**src/rtl/fstore2_tty_writer.sv**
```systemverilog
// Glass-TTY writer for the fstore2 text framebuffer: decodes an ASCII stream into RAM port-B writes.
// Optional macro FSTORE_TTY_LF_CR_EN: LF also returns the cursor to column 0.
module fstore2_tty_writer #(
  parameter int          COLS = 128,
  parameter int          ROWS = 32,
  parameter logic [7:0]  FILL = 8'h20
) (
  input  logic        clk_data,
  input  logic        irst_n,
  input  logic [7:0]  char_data,
  input  logic        char_valid,
  output logic        char_ready,
  output logic        enb,
  output logic [7:0]  web,
  output logic [10:0] addrb,
  output logic [63:0] dinb,
  output logic [5:0]  cur_row,
  output logic [6:0]  cur_col,
  output logic        busy
);

  typedef enum logic [1:0] {IDLE, WRITE, CLR_ROW, CLR_ALL} state_t;

  localparam logic [6:0] COL_LAST  = 7'(COLS - 1);
  localparam logic [5:0] ROW_LAST  = 6'(ROWS - 1);
  localparam logic [3:0] WORD_LAST = 4'(COLS / 8 - 1);
  localparam logic [7:0] COLS_W    = 8'(COLS);

  state_t      state_q, state_d;
  logic [5:0]  row_q, row_d;
  logic [6:0]  col_q, col_d;
  logic [5:0]  crow_q, crow_d;
  logic [3:0]  cword_q, cword_d;
  logic        enb_q, enb_d;
  logic [7:0]  web_q, web_d;
  logic [10:0] addr_q, addr_d;
  logic [63:0] din_q, din_d;
  logic        in_rst_q;

  logic        nl;
  logic        clr_done;
  logic [7:0]  tab;

  function automatic logic [5:0] next_row(input logic [5:0] r);
    return (r == ROW_LAST) ? 6'd0 : r + 6'd1;
  endfunction

  always_comb begin
    state_d  = state_q;
    row_d    = row_q;
    col_d    = col_q;
    crow_d   = crow_q;
    cword_d  = cword_q;
    enb_d    = 1'b0;
    web_d    = '0;
    addr_d   = addr_q;
    din_d    = din_q;
    nl       = 1'b0;
    clr_done = 1'b0;
    tab      = ({1'b0, col_q} | 8'd7) + 8'd1;

    case (state_q)
      IDLE: begin
        if (char_valid) begin
          if (char_data >= 8'h20 && char_data <= 8'h7E) begin
            enb_d   = 1'b1;
            addr_d  = {1'b0, row_q, col_q[6:3]};
            web_d   = 8'h01 << col_q[2:0];
            din_d   = {8{char_data}};
            state_d = WRITE;
          end else begin
            case (char_data)
              8'h0D: col_d = '0;
              8'h0A: begin
                nl = 1'b1;
`ifdef FSTORE_TTY_LF_CR_EN
                col_d = '0;
`endif
              end
              8'h08: if (col_q != '0) col_d = col_q - 7'd1;
              8'h09: begin
                if (tab >= COLS_W) begin
                  col_d = '0;
                  nl    = 1'b1;
                end else begin
                  col_d = tab[6:0];
                end
              end
              8'h0C: begin
                row_d   = '0;
                col_d   = '0;
                crow_d  = '0;
                cword_d = '0;
                enb_d   = 1'b1;
                web_d   = '1;
                addr_d  = '0;
                din_d   = {8{FILL}};
                state_d = CLR_ALL;
              end
              default: ;
            endcase
          end
        end
      end

      WRITE: begin
        state_d = IDLE;
        if (col_q == COL_LAST) begin
          col_d = '0;
          nl    = 1'b1;
        end else begin
          col_d = col_q + 7'd1;
        end
      end

      // enb_q low inside a clear state only right after reset: issue the
      // current word instead of advancing past it.
      CLR_ROW: begin
        if (enb_q) begin
          if (cword_q == WORD_LAST) clr_done = 1'b1;
          else                      cword_d  = cword_q + 4'd1;
        end
        if (clr_done) begin
          state_d = IDLE;
        end else begin
          enb_d  = 1'b1;
          web_d  = '1;
          addr_d = {1'b0, crow_d, cword_d};
          din_d  = {8{FILL}};
        end
      end

      CLR_ALL: begin
        if (enb_q) begin
          if (cword_q == WORD_LAST) begin
            if (crow_q == ROW_LAST) begin
              clr_done = 1'b1;
            end else begin
              crow_d  = crow_q + 6'd1;
              cword_d = '0;
            end
          end else begin
            cword_d = cword_q + 4'd1;
          end
        end
        if (clr_done) begin
          state_d = IDLE;
        end else begin
          enb_d  = 1'b1;
          web_d  = '1;
          addr_d = {1'b0, crow_d, cword_d};
          din_d  = {8{FILL}};
        end
      end

      default: state_d = IDLE;
    endcase

    if (nl) begin
      row_d   = next_row(row_q);
      crow_d  = row_d;
      cword_d = '0;
      enb_d   = 1'b1;
      web_d   = '1;
      addr_d  = {1'b0, row_d, 4'd0};
      din_d   = {8{FILL}};
      state_d = CLR_ROW;
    end
  end

  always_ff @(posedge clk_data) begin
    if (!irst_n) begin
      state_q  <= CLR_ALL;
      row_q    <= '0;
      col_q    <= '0;
      crow_q   <= '0;
      cword_q  <= '0;
      enb_q    <= 1'b0;
      web_q    <= '0;
      addr_q   <= '0;
      din_q    <= '0;
      in_rst_q <= 1'b1;
    end else begin
      state_q  <= state_d;
      row_q    <= row_d;
      col_q    <= col_d;
      crow_q   <= crow_d;
      cword_q  <= cword_d;
      enb_q    <= enb_d;
      web_q    <= web_d;
      addr_q   <= addr_d;
      din_q    <= din_d;
      in_rst_q <= 1'b0;
    end
  end

  assign char_ready = (state_q == IDLE);
  assign busy       = (state_q == CLR_ROW || state_q == CLR_ALL) && !in_rst_q;
  assign enb        = enb_q;
  assign web        = web_q;
  assign addrb      = addr_q;
  assign dinb       = din_q;
  assign cur_row    = row_q;
  assign cur_col    = col_q;

endmodule

```
**config.mk**
```make
export PLATFORM = sky130hd
export DESIGN_NAME = fstore2_tty_writer
export DESIGN_NICKNAME = d
export VERILOG_FILES = /design/src/rtl/fstore2_tty_writer.sv
export SDC_FILE = /design/constraint.sdc
export NUM_CORES = 1
export LEC_CHECK = 0
export BUFFER_PORTS_ARGS = -buffer_cell sky130_fd_sc_hd__buf_4
export CAP_MARGIN = 20
export CELL_PAD_IN_SITES_DETAIL_PLACEMENT = 2
export CELL_PAD_IN_SITES_GLOBAL_PLACEMENT = 2
export CORE_ASPECT_RATIO = 1.5
export CORE_MARGIN = 1.5
export CORE_UTILIZATION = 29
export CTS_CLUSTER_SIZE = 28
export DETAILED_ROUTE_END_ITERATION = 7
export PLACE_DENSITY = 0.81
export SYNTH_ARGS = -nofsm -noshare
export SYNTH_HDL_FRONTEND = slang
export SYNTH_SLANG_ARGS = --single-unit
```
**constraint.sdc**
```tcl
create_clock -name clk_data -period 3.1 [get_ports clk_data]
set_clock_uncertainty 0.05 [all_clocks]
set_input_delay 0.62 -clock clk_data [delete_from_list [all_inputs] [get_ports clk_data]]
set_output_delay 0.62 -clock clk_data [all_outputs]
set_load 0.01 [all_outputs]
```
* Word-level counts from Yosys, hierarchy flattened
Cells that the tools add are included.
Word-level totals: memories kept 0, input port bits 11, latch bits 0, output and inout bits 99, memory bits (writable) 0, memory bits (read-only) 0, flip-flop bits (word level) 110, word-level logic and storage cells 154
Operators by class: muxes and demuxes 76, $lt $le $gt $ge 3, div/mod/pow operators 0, bitwise operators 1, equality and inequality tests 31, shifts and indexed selects 1, multipliers 0, reduce and logical (&&, ||, !) cells 23, add/subtract/negate cells 6
Operators by type and width (count):
- $mux W64 | 5
- $pmux W64 S3 | 1
- $mux W62 | 1
- $mux W6 | 10
- $mux W11 | 5
- $mux W8 | 6
- $eq A8 B4 Y1 const B | 5
- $mux W7 | 5
- $pmux W11 S3 | 1
- $mux W4 | 8
- $pmux W8 S3 | 1
- $pmux W7 S3 | 1
- $reduce_and A4 Y1 | 5
- $mux W1 | 19
- $ne A3 B3 Y1 const B | 6
- $reduce_and A5 Y1 | 3
- $ne A2 B2 Y1 const B | 7
- $pmux W7 S2 | 1
- $add A6 B1 Y6 const B | 2
- $eq A6 B5 Y1 const B | 2
- $pmux W4 S3 | 1
- $pmux W6 S2 | 1
- $mux W10 | 1
- $mux W2 | 5
- other kinds (30) | 39

* Depth between registers and ports, before layout
Gate-level depths: netlist (run 1).
word-level depth 9, mapped depth 8, mapped depth without buffers 7

* Worst setup path after synthesis (run 1)
No wires, ideal clock.
path type input-to-reg, from input port char_data[5], to register addr_q[8] (netlist: addrb[8]), library setup time 0.079 ns, required time 2.971 ns, path buffers 2, path slack 0.382 ns, stages 8, data arrival time 2.589 ns, cells stage by stage or4b_1 -> buf_2 -> nor4_4 -> o21ai_2 -> a311oi_4 -> nand2_4 -> buf_6 -> o22ai_2
On the way: cells in the longest elaborated chain, start to end 7, elaborated cells between the ends (all ways) 20, classes of those cells order compare (2); eq/ne (7); mux (8); reduce/logical (3)
Ends and longest elaborated chain:
- start, declared | line 10 | input logic [7:0] char_data,
- $ge A8 B6 Y1, or another cell as far along | line 65 | if (char_data >= 8'h20 && char_data <= 8'h7E) begin
- $logic_and A1 B1 Y1 / $pmux W1 S2 (equally long branches) | line 65, 72
- $mux W1 | line 65
- $mux W1 | line 64 | if (char_valid) begin
- $pmux W1 S2 | line 62 | case (state_q)
- $ne A4 B1 Y1 (no source line), or another cell as far along
- $reduce_and A5 Y1 (no source line)
- end signal, assigned | line 191 | addr_q <= addr_d;
- end, declared | line 36 | logic [10:0] addr_q, addr_d;
Several ways; a longest one is shown, not always the timed one. The select of a mux whose other input is x is not followed. A chain may end at the register's enable or synchronous reset.

* Worst setup path after layout (run 1)
from input port char_data[5], to register addr_q[6] (netlist: addrb[6])
Same word-level chain as after synthesis.

==> flow_metrics.tcl, run 1 <==
set metrics [dict create \
    status "finished, final reports clean" \
    cts_setup_buffers 0 \
    grt_setup_unrepaired "false" \
    final_cell_area_sq_um 4300 \
    crit_path_end_kind "flip-flop" \
    syn_area_per_cell_sq_um 8.02 \
    io_pins 110 \
    slowest_delay_ns 0.68 \
    synthTopCellsByArea "dfxtp_1 30%, buf_4 12%, a21oi_1 5.5%, ha_1 4.6%, nand2_1 4.1%" \
    die_y_um 139 \
    syn-cell-area_sq_um 3570 \
    final_util 0.358 \
    ys_seq_area_frac 0.297 \
    cts_sinks 53 \
    maxSlewHeadroom 0.542 \
    setup_viol 0 \
    via_per_inst 5.38 \
    cpLargestDelayFamily "simple AND/OR/NAND/NOR gates" \
    grt_pass1_vias 3560 \
    grt_pass1_wl_um 18900 \
    root_buffer "clkbuf_16" \
    diodes 0 \
    cp_slowest_cell "or4b_1" \
    htree_levels 2 \
    place_hpwl_um 9440 \
    gp_congestion 0.832 \
    async_flop_share 0 \
    place_area_sq_um 4150 \
    cts_made_buffers 5 \
    worstSetupPathType "in2reg" \
    cp_num_buf_inv 1 \
    placed_cells 637 \
    worstSetupStartpointType "input pin" \
    stdcell_count 645 \
    fin_crit_sh 0.886 \
    drc 0 \
    p_leak_nw 1.85 \
    worstPathArrival_ns 2.90 \
    grt_usage 0.184 \
    required_ns 3.25 \
    synth_cells 445 \
    pre_cts_ws_ns 0.0416 \
    hold_class "reg2reg" \
    synth_most_common_cell "buf_4" \
    drive_gt1_frac 0.301 \
    drt_iter0_markers 133 \
    cts_tree "built" \
    syn_to_final_growth_pct 20.5 \
    nNetsFinal 515 \
    ir_drop_mv 0.214 \
    fmaxAchievable_mhz 364 \
    synthTopCellsByCount "57 x buf_4, 53 x dfxtp_1, 39 x a21oi_1, 39 x nand2_1, 32 x nor2_1" \
    dr.pass1.iters 4 \
    worst_slack_ns 0.352 \
    post_cts_resized 0 \
    fp.dieW_um 93.6 \
    yosysTopAreaCell "dfxtp_1" \
    maxCapViolCount 0 \
    coreArea_sq_um 12000 \
    ys_warn_count 0 \
    cts_hold_buf 0 \
    wl_per_cell_um 18.6 \
    n_fill_cell 1431 \
    synth_nets 469 \
    ys.flop_type "dfxtp_1" \
    row_count 49 \
    yosys_register_bits 53 \
    min_period_ns 2.75 \
    cts_max_path_buffers 2 \
    vias 3468 \
    start_util 0.297 \
    synth_top_area_share 0.297 \
    antenna_found_initial 0 \
    grt_max_degree 22 \
    power_density_nw_per_um2 326 \
    final_antenna_net_count 0 \
    finalMaxSlewViolations 0 \
    worstMarginPinSlew_ns 0.683 \
    total_power_mw 1.40 \
    synth_cell_types 66 \
    crit_chain "buf_4, or4b_1, nor3b_2, nand4b_2, a311oi_4, nand2_4, o32ai_1" \
    die_area_sq_um 13000 \
    port_buffers 108 \
    setup_tns_ns 0 \
    synth_edf_count 0 \
    hold_viol 0 \
    gr-total-overflow 0 \
    clkSlewWorstSetupHoldPaths_ns 0.08 \
    drt_wl_total_um 12000 \
    clk_latency_ns 0.30 \
    holdWs_ns 0.453 \
    path_max_fanout 6 \
]
## worst min-delay path, stage by stage (launching register included)
cell and delay (ns):
dfxtp_1 0.32, nand2_1 0.07, o22ai_2 0.07
## cell type report
class / count / area (sq um) / share of cell area
Tap cell: 153 / 191 / 0.0445
Sequential cell: 53 / 1060 / 0.247
Multi-Input combinational cell: 297 / 1930 / 0.449
Timing Repair Buffer: 119 / 906 / 0.211
Clock buffer: 6 / 139 / 0.0323
Clock inverter: 2 / 16.3 / 0.00378
Inverter: 15 / 56.3 / 0.0131
## cells in the final DEF, fill, tap and decap left out, types with 3 or more instances in the layout
| cell | synthesis | layout |
|---|---|---|
| ha_1 | 13 | 13 |
| inv_1 | 14 | 14 |
| o22ai_1 | 3 | 3 |
| buf_4 | 57 | 118 |
| a21oi_2 | 9 | 9 |
| and2_1 | 5 | 5 |
| mux2i_1 | 4 | 4 |
| a31oi_1 | 7 | 7 |
| a21oi_1 | 39 | 39 |
| o32ai_1 | 3 | 3 |
| clkbuf_16 | 0 | 5 |
| nand4_1 | 6 | 6 |
| or3_1 | 3 | 3 |
| a211oi_1 | 8 | 7 |
| nor2_1 | 32 | 32 |
| o21ai_0 | 12 | 12 |
| a221oi_1 | 3 | 3 |
| dfxtp_1 | 53 | 53 |
| and3_1 | 7 | 7 |
| nor4_1 | 3 | 3 |
| and4_1 | 5 | 5 |
| nand3_1 | 21 | 21 |
| xor2_1 | 3 | 3 |
| a211o_1 | 4 | 4 |
| nand2_1 | 39 | 39 |
| nor3_1 | 8 | 8 |
| nand2b_1 | 10 | 10 |
| a22oi_1 | 4 | 4 |
## flip-flops by register name (all words and copies together), names as in the netlist
name,count
addrb,10
crow_q,6
cur_col,7
cur_row,6
cword_q,4
dinb,8
enb,1
in_rst_q,1
state_q,2
web,8
## logic make-up after synthesis
group                      share of synthesized area
muxes                                         0.0144
adders and majority gates                     0.0456
other                                        0.00105
buffers and inverters                          0.163
xor gates and xnor gates                      0.0123
DFF                                            0.297
and+or+nand+nor                                0.228
AOI/OAI and AO/OA                              0.238
## metal layers
layer / up-vias / global-route usage / routed length [um]
li1: 1630 / - / -
met1: 1673 / 0.195 / 4450
met2: 127 / 0.338 / 6330
met3: 38 / 0.0302 / 632
met4: 0 / 0.0974 / 578
met5: - / 0 / 0
## path summary, 6_finish.rpt
| path | startpoint | end | slack, ns | depth (start not counted) |
|---|---|---|---|---|
| setup reg to reg | state_q[1]$_SDFFE_PP1P_ | addrb[6]$_SDFFE_PN0P_ | 0.59 | 6 |
| setup / recovery | char_data[5] | addrb[6]$_SDFFE_PN0P_ | 0.35 | 7 |
| hold / removal | addrb[8]$_SDFFE_PN0P_ | addrb[8]$_SDFFE_PN0P_ | 0.45 | 2 |
| hold reg to reg | addrb[8]$_SDFFE_PN0P_ | addrb[8]$_SDFFE_PN0P_ | 0.45 | 2 |
## power breakdown
group / internal, mW / switching (mW)
sequential: 0.692 / 0.00861
clock: 0.325 / 0.272
combinational: 0.0445 / 0.0603
No activity file was read; power rests on OpenSTA's default activity.
==> inputs of run 2 (changes only) <==
--- a/config.mk
+++ b/config.mk
@@ -11,10 +11,10 @@
 export CELL_PAD_IN_SITES_GLOBAL_PLACEMENT = 2
 export CORE_ASPECT_RATIO = 1.5
 export CORE_MARGIN = 1.5
-export CORE_UTILIZATION = 29
+export CORE_UTILIZATION = 31
 export CTS_CLUSTER_SIZE = 28
 export DETAILED_ROUTE_END_ITERATION = 7
-export PLACE_DENSITY = 0.81
+export PLACE_DENSITY = 0.94
 export SYNTH_ARGS = -nofsm -noshare
 export SYNTH_HDL_FRONTEND = slang
 export SYNTH_SLANG_ARGS = --single-unit
==> constraint.sdc (replaced) <==
create_clock -name clk_data -period 3.4 [get_ports clk_data]
set_clock_uncertainty 0.05 [all_clocks]
set_input_delay 0.68 -clock clk_data [delete_from_list [all_inputs] [get_ports clk_data]]
set_output_delay 0.68 -clock clk_data [all_outputs]
set_load 0.01 [all_outputs]
==> run 2 against run 1 <==
Compared with the run above: via count rose by 0.81%; cell count fell by 1.2%; first-iteration DRC count rose by 3.8%; total power fell by 11%; setup slack improved by 0.095 ns; combinational power fell by 9.7%; design area fell by 1.1%; largest cell class unchanged; sequential share of layout area rose by 0.28 points; non-clock buffer count fell by 2; critical path depth did not move; clock power fell by 14%; count of clock-buffer cells in the layout fell by 1.
==> flow_metrics.tcl, run 2 (synthesis gave the netlist of run 1 again) <==
set metrics [dict create \
    status "finished, final reports clean" \
    antenna_found_initial 0 \
    grt_setup_unrepaired "false" \
    clk_latency_ns 0.30 \
    root_buffer "clkbuf_16" \
    slowest_delay_ns 0.70 \
    power_density_nw_per_um2 293 \
    drc 0 \
    drive_gt1_frac 0.298 \
    port_buffers 108 \
    coreArea_sq_um 11100 \
    row_count 47 \
    grt_pass1_wl_um 19900 \
    diodes 0 \
    setup_viol 0 \
    place_hpwl_um 9940 \
    maxCapViolCount 0 \
    worstMarginPinSlew_ns 0.774 \
    fp.dieW_um 90.6 \
    hold_viol 0 \
    clkSlewWorstSetupHoldPaths_ns 0.07 \
    post_cts_resized 0 \
    min_period_ns 2.95 \
    syn_to_final_growth_pct 19.2 \
    ir_drop_mv 0.169 \
    net-switching-power_uw 308 \
    cts_sinks 53 \
    r2r_start "state_q[1]$_SDFFE_PP1P_" \
    vias 3496 \
    hold_class "reg2reg" \
    cp_slowest_cell "or4b_1" \
    finalMaxSlewViolations 0 \
    grt_pass1_vias 3651 \
    final_common_cell "buf_4" \
    internal-power_uw 940 \
    drt_wl_total_um 12600 \
    dr.pass1.iters 4 \
    r2r_cells 6 \
    min_to "addrb[5]$_SDFFE_PN0P_" \
    die_y_um 134 \
    holdWs_ns 0.454 \
    fin_crit_sh 0.868 \
    crit_path_end_kind "flip-flop" \
    r2r_end "addrb[6]$_SDFFE_PN0P_" \
    cts_max_path_buffers 2 \
    path_max_fanout 14 \
    fmaxAchievable_mhz 339 \
    p_sw_frac 0.247 \
    required_ns 3.56 \
    p_comb_frac 0.076 \
    gr-total-overflow 0 \
    grt_max_degree 22 \
    crit_chain "buf_4, or4b_1, nor3b_2, nand4b_2, a311oi_4, nand2_4, o32ai_1" \
    cts_tree "built" \
    cpLargestDelayFamily "simple AND/OR/NAND/NOR gates" \
    pwr-share-clk 0.413 \
    cts_setup_buffers 0 \
    cts_made_buffers 5 \
    grt_usage 0.204 \
    wl_per_cell_um 19.8 \
    worstSetupStartpointType "input pin" \
    maxSlewHeadroom 0.480 \
    setup_tns_ns 0 \
    min_from "addrb[5]$_SDFFE_PN0P_" \
    gp_congestion 0.858 \
    nNetsFinal 513 \
    cts_hold_buf 0 \
    p_leak_nw 1.83 \
    start_util 0.321 \
    rrSetupSlack_ns 0.61 \
    cp_num_buf_inv 1 \
    htree_levels 2 \
    worstPathArrival_ns 3.11 \
    final_cell_mix "117 x buf_4, 53 x dfxtp_1, 39 x nand2_1, 39 x a21oi_1, 32 x nor2_1" \
    die_area_sq_um 12200 \
    final_util 0.383 \
    final_antenna_net_count 0 \
    holdPathStages 2 \
    via_per_inst 5.49 \
    drt_iter0_markers 138 \
    io_pins 110 \
    largest_reg_flops 10 \
    pwr-share-seq 0.511 \
    worstSetupPathType "in2reg" \
]
-- run 2: cell count changes in the layout (fill, tap and decap cells not counted) --
| cell | delta |
|---|---|
| buf_12 | -1 |
| buf_4 | -1 |
| clkbuf_8 | -1 |
| clkinv_2 | +2 |
| inv_6 | -1 |
-- run 2: metal layers --
layer / global-route usage / vias to the layer above / share of wire
li1: - / 1626 / -
met1: 0.204 / 1732 / 0.37
met2: 0.409 / 118 / 0.56
met3: 0.0355 / 20 / 0.047
met4: 0.0785 / 0 / 0.025
met5: 0 / - / 0
-- run 2: layout make-up --
cell class                      instances  area, sq um
Clock buffer                            5          125
Clock inverter                          3         17.5
Fill cell                            1242         6860
Inverter                               15         56.3
Multi-Input combinational cell        297         1930
Sequential cell                        53         1060
Tap cell                              147          184
Timing Repair Buffer                  117          878
-- run 2: power by group through the flow --
stage          registers, mW  clock network, mW  logic [mW]
2_1_floorplan          0.656                  0      0.0496
3_3_place_gp           0.653                  0      0.0918
3_5_place_dp           0.653                  0      0.0949
4_1_cts                0.639              0.523      0.0957
5_1_grt                0.640              0.553       0.103
6_report               0.638              0.515      0.0948
-- run 2: how the worst max path moves through the flow --
| stage | start | end | slack, ns | cells after the start |
|---|---|---|---|---|
| after floorplan | char_data[5] | addrb[8]$_SDFFE_PN0P_ | 0.62 | 8 |
| after global placement | char_data[5] | cur_col[0]$_SDFFE_PN0P_ | 0.29 | 7 |
| after detailed placement | char_data[5] | addrb[6]$_SDFFE_PN0P_ | 0.12 | 7 |
| after CTS | char_data[5] | addrb[6]$_SDFFE_PN0P_ | 0.40 | 7 |
| after global routing | char_data[5] | addrb[6]$_SDFFE_PN0P_ | 0.32 | 7 |
| final | char_data[5] | addrb[6]$_SDFFE_PN0P_ | 0.45 | 7 |
-- run 2: tightest hold or removal path, stage by stage, from the launching register on --
cell and delay, ns:
dfxtp_1 0.33, nand2_1 0.06, o22ai_1 0.07
-- run 2: through the flow --
| step | area (sq um) | power, mW | cells | worst slack, ns |
|---|---|---|---|---|
| after floorplan | 3570 | 0.705 | 445 | 0.622 |
| after global placement | 4110 | 0.745 | 629 | 0.289 |
| after detailed placement | 4110 | 0.748 | 629 | 0.123 |
| after CTS | 4260 | 1.26 | 637 | 0.400 |
| after global routing | 4260 | 1.30 | 637 | 0.315 |
| final | 4260 | 1.25 | 637 | 0.447 |
